[src/rtl/qsq_pkg.sv]
// Shared types, widths and helpers for the quarter-square multiplier sequencer.
package qsq_pkg;

    localparam int OP_W   = 7;
    localparam int LUT_AW = OP_W + 1;
    localparam int LUT_DW = 16;
    localparam int PROD_W = 2 * OP_W;

    typedef enum logic [2:0] {
        IDLE = 3'd0,
        SUM  = 3'd1,
        DIFF = 3'd2,
        SUBT = 3'd3,
        DONE = 3'd4
    } state_t;

    // Magnitude of the operand difference: larger minus smaller, never wraps.
    function automatic logic [OP_W-1:0] abs_diff(input logic [OP_W-1:0] a,
                                                 input logic [OP_W-1:0] b);
        return (a >= b) ? (a - b) : (b - a);
    endfunction

endpackage

[src/rtl/qsq_mult_ctrl.sv]
// Quarter-square multiplier sequencer: a*b = Q(a+b) - Q(|a-b|), Q(x)=floor(x^2/4).
// One external registered Q table is time-shared: sum lookup, diff lookup, subtract.
//
// Handshakes: a transfer happens on a rising edge where valid && ready are both
// high. in_ready depends only on state (high in IDLE); out_valid depends only on
// state (high in DONE) and holds with out_prod stable until out_ready is seen.
// Neither ready nor valid is combinationally derived from the opposite side.
module qsq_mult_ctrl
    import qsq_pkg::*;
(
    input  logic              clk,
    input  logic              rst,
    input  logic              in_valid,
    output logic              in_ready,
    input  logic [OP_W-1:0]   in_a,
    input  logic [OP_W-1:0]   in_b,
    output logic              out_valid,
    input  logic              out_ready,
    output logic [PROD_W-1:0] out_prod,
    output logic [LUT_AW-1:0] lut_addr,
    input  logic [LUT_DW-1:0] lut_data,
    output logic              busy,
    output state_t            o_dbg_state
);

    state_t              r_state;
    state_t              w_next;
    logic [OP_W-1:0]     r_a;
    logic [OP_W-1:0]     r_b;
    logic [LUT_DW-1:0]   r_sq_sum;
    logic [PROD_W-1:0]   r_prod;
    logic                w_accept;
    logic                w_cap_sum;
    logic                w_cap_prod;
    logic [PROD_W-1:0]   w_prod;

    // Q(a+b) >= Q(|a-b|) and the difference is a*b < 2^14, so truncation is exact.
    assign w_prod = PROD_W'(r_sq_sum - lut_data);

    // State register.
    always_ff @(posedge clk or negedge rst) begin
        if (!rst) begin
            r_state <= IDLE;
        end else begin
            r_state <= w_next;
        end
    end

    // Next state, handshake outputs, table address and datapath load enables.
    always_comb begin
        w_next     = r_state;
        in_ready   = 1'b0;
        out_valid  = 1'b0;
        busy       = 1'b1;
        lut_addr   = '0;
        w_accept   = 1'b0;
        w_cap_sum  = 1'b0;
        w_cap_prod = 1'b0;
        case (r_state)
            IDLE: begin
                in_ready = 1'b1;
                busy     = 1'b0;
                if (in_valid) begin
                    w_accept = 1'b1;
                    w_next   = SUM;
                end
            end
            SUM: begin
                lut_addr = LUT_AW'(r_a) + LUT_AW'(r_b);
                w_next   = DIFF;
            end
            DIFF: begin
                lut_addr  = LUT_AW'(abs_diff(r_a, r_b));
                w_cap_sum = 1'b1;
                w_next    = SUBT;
            end
            SUBT: begin
                w_cap_prod = 1'b1;
                w_next     = DONE;
            end
            DONE: begin
                out_valid = 1'b1;
                if (out_ready) begin
                    w_next = IDLE;
                end
            end
            default: begin
                w_next = IDLE;
            end
        endcase
    end

    // Operand latches, Q(a+b) holding register and product register.
    always_ff @(posedge clk or negedge rst) begin
        if (!rst) begin
            r_a      <= '0;
            r_b      <= '0;
            r_sq_sum <= '0;
            r_prod   <= '0;
        end else begin
            if (w_accept) begin
                r_a <= in_a;
                r_b <= in_b;
            end
            if (w_cap_sum) begin
                r_sq_sum <= lut_data;
            end
            if (w_cap_prod) begin
                r_prod <= w_prod;
            end
        end
    end

    assign out_prod    = r_prod;
    assign o_dbg_state = r_state;

endmodule

[config.mk]
export PLATFORM = sky130hd
export DESIGN_NAME = qsq_mult_ctrl
export DESIGN_NICKNAME = d
export VERILOG_FILES = /design/src/rtl/qsq_pkg.sv /design/src/rtl/qsq_mult_ctrl.sv
export SDC_FILE = /design/constraint.sdc
export NUM_CORES = 1
export LEC_CHECK = 0
export ABC_AREA = 1
export CELL_PAD_IN_SITES_DETAIL_PLACEMENT = 0
export CELL_PAD_IN_SITES_GLOBAL_PLACEMENT = 2
export CORE_MARGIN = 2
export CORE_UTILIZATION = 27
export DETAILED_ROUTE_END_ITERATION = 16
export PLACE_DENSITY_LB_ADDON = 0.1
export SLEW_MARGIN = 20
export SYNTH_ARGS = -nofsm -noshare
export SYNTH_HDL_FRONTEND = slang
export SYNTH_SLANG_ARGS = --single-unit
[constraint.sdc]
create_clock -name clk -period 1.56 [get_ports clk]
set_input_delay 0.156 -clock clk [delete_from_list [all_inputs] [get_ports clk]]
set_output_delay 0.156 -clock clk [all_outputs]
set_load 0.01 [all_outputs]
==> results.ini <==
[grt]
grt.total_usage_pct=15.5
grt_antenna_before_repair=0
grt_pass1_vias=3614
globalRoute.totalOverflow=0
grt_max_degree=27
grt_pass1_wl_microns=17900

[clock_network]
insertion_delay_ns=0.30
cts_buffers=5
clockRootBuffer=clkbuf_16
cts_tree=built
cts_max_level=2
clk_path_buf_depth=2
clk_pin_slew_ns=0.07
cts_num_sinks=45

[detailed_routing]
drtIter0Drc=133
drt-wirelength-per-cell_microns=12.9
routed_via_density=4.34
dr.pass1.iters=6
ant_nets=0
routed_wl_microns=11200
vias=3775
drc_errors=0

[outcome]
status=finished with violations
violations=setup timing

[placed_design]
place_congestion=0.853
numPortBuffers=59
dp_hpwl_microns=8260
dpl.cell_count=830
pre_cts_slack_ns=-0.723

[cells_and_area]
multiInputGateArea_sq_um=2870
drive_gt1_share_pct=46.3
nNetsFinal=764
most-common-layout-cells=110 x nand2_1, 91 x buf_4, 67 x inv_1
area_delta_synth_final_pct=71.0
final_util_pct=47.4
final_cells=869
seq_area_sq_um=1130
diodes=0
fillers=1330
final_common_cell=nand2_1

[sta]
worst_slack_ns=-0.584
period_minus_slack_ns=2.14
finClkSkew_ns=0.00828
drv_slew=0
hold_ws_ns=0.195
final-hold-violation-count=0
setup_viol=9
max_freq_ghz=0.467
period_share_pct=137
tns_ns=-3.67
tightest_slew_ns=0.513
slew_headroom_pct=65.8
rsz0062_at_grt=true

[setup_path]
startpoint_type=flip-flop
worstPathMaxFanout=3
r2r_slack_ns=0
timing.rr.start=r_sq_sum[0]
critPathKind=reg2out
reg2reg_to=out_prod[12]
end_kind=output pin
arrival_ns=1.99
rr_worst_depth=11
required_ns=1.40

[pwr]
peakVddDrop_mv=0.950
p_leak_nw=3.10
power-per-cell-area_nw_per_um2=2540

[floorplan]
start_util_pct=27.7
core-area_sq_um=13300
die_w_microns=121
die_h_microns=121
dieArea_sq_um=14600
fp-row-count=42
pin_count=62

[yosys]
ys_warn_count=0
synth_xor_area_share_pct=1.90
synth.net_count=596
synth_simple_gate_area_share_pct=31.6
ys_types=36
mappedNetlistArea_sq_um=3690
synth_top_family_by_area=simple AND/OR/NAND/NOR gates
yosysSeqAreaShare_pct=30.5
ys_ff_latch=45
synth.avg_cell_area_sq_um=7.04
synth_fa_ha_area_share_pct=13.7
synth.mux.area_fraction_pct=0.407
synth-compound-area-share_pct=8.82
synth_cells=524

[worst_hold_path]
min_path_type=in2reg
worstHoldPathCells=3
hold_start=lut_data[1]
hold_end=r_sq_sum[1]

[flow_run]
drv_cap=0

flip-flops by register name, summed over array words and instances, names as in the netlist:
register,cells
r_a,7
r_b,7
o_dbg_state,3
out_prod,14
r_sq_sum,14
through the flow:
stage | total power [mW] | cell area [sq um]
2_1_floorplan | 8.02 | 3800
4_1_cts | 14.7 | 5760
6_report | 16.0 | 6310
5_1_grt | 17.5 | 6310
3_3_place_gp | 12.1 | 5140
3_5_place_dp | 12.1 | 5140
metal layers:
metal	wire (microns)	GRT usage, %
met5	0	0
met4	76	4.14
met3	438	2.77
met2	4740	23.2
met1	5940	22.9
logic make-up (layout without fill, tap and decap cells):
| family | after synthesis | in the layout |
|---|---|---|
| AOI/OAI and AO/OA | 57 | 57 |
| xor gates and xnor gates | 8 | 8 |
| adders and majority gates | 38 | 38 |
| buffers and inverters | 107 | 275 |
| DFF | 45 | 45 |
| muxes | 1 | 1 |
| and+or+nand+nor | 268 | 269 |
power by group:
group,leakage (nW),switching (mW),internal (mW)
sequential,0.528,0.511,1.76
combinational,2.49,6.23,6.20
clock,0.0890,0.523,0.813
total,3.10,7.26,8.77
repair_timing:
item                       in CTS  in global routing
gates cloned                    0                  2
hold endpoints to repair       19                  0
setup endpoints to repair      22                 33
gates resized for setup       115                108
buffers inserted               15                 15
pin swaps                      37                 31
hold buffers                    1                  0
cell usage after synthesis:
master | number | area, sq um
nand3_1 | 37 | 185
nand2b_1 | 1 | 6.26
nand2_1 | 158 | 593
o21ai_1 | 11 | 55.1
buf_4 | 1 | 7.51
buf_6 | 8 | 90.1
dfrtp_1 | 45 | 1130
xor2_1 | 6 | 52.6
a21oi_1 | 23 | 115
a31oi_1 | 3 | 18.8
nor2_1 | 43 | 161
nor2_4 | 2 | 22.5
nor3_1 | 2 | 10.0
buf_8 | 1 | 15.0
buf_2 | 1 | 5.00
nand3b_1 | 1 | 7.51
nor3_4 | 1 | 16.3
nand2_4 | 1 | 11.3
o21ai_0 | 10 | 50.1
o21ai_2 | 2 | 17.5
inv_4 | 1 | 6.26
inv_1 | 90 | 338
nor3_2 | 1 | 10.0
o21bai_1 | 1 | 7.51
nor4_1 | 1 | 6.26
ha_1 | 34 | 425
nand2_2 | 4 | 25.0
mux2_4 | 1 | 15.0
nand4_1 | 10 | 62.6
xnor2_1 | 2 | 17.5
or2_2 | 3 | 18.8
a21oi_2 | 7 | 61.3
fa_1 | 4 | 80.1
nor2_2 | 2 | 12.5
nand3_4 | 1 | 17.5
inv_2 | 5 | 18.8
critical path, stage by stage (launching register included):
cell	delay, ns
dfrtp_1	0.42
buf_6	0.14
ha_4	0.16
fa_2	0.35
inv_2	0.09
nand2_2	0.06
nand3_2	0.06
nand2_2	0.05
nand2_2	0.07
nand2_2	0.06
nand3_2	0.06
nand2_2	0.05
buf_6	0.12
worst max-delay path by stage:
stage | start | endpoint | slack, ns | depth (start not counted)
2_1_floorplan | r_b[0] | lut_addr[4] | -0.07 | 9
3_3_place_gp | r_b[0] | lut_addr[4] | -0.71 | 10
3_5_place_dp | r_a[3] | lut_addr[1] | -0.72 | 11
4_1_cts | r_a[0] | lut_addr[6] | -0.61 | 11
5_1_grt | r_a[0] | lut_addr[6] | -0.68 | 11
6_report | r_a[0] | lut_addr[6] | -0.58 | 12
area by class of cell:
| type | instances | area share [%] |
|---|---|---|
| clock inverter | 2 | 0.655 |
| sequential | 45 | 17.9 |
| inverter | 96 | 5.79 |
| multi-input combinational | 373 | 45.4 |
| clock buffer | 6 | 2.20 |
| timing repair buffer | 171 | 24.6 |
| tap | 176 | 3.49 |
Power figures use the tool's default switching activity.
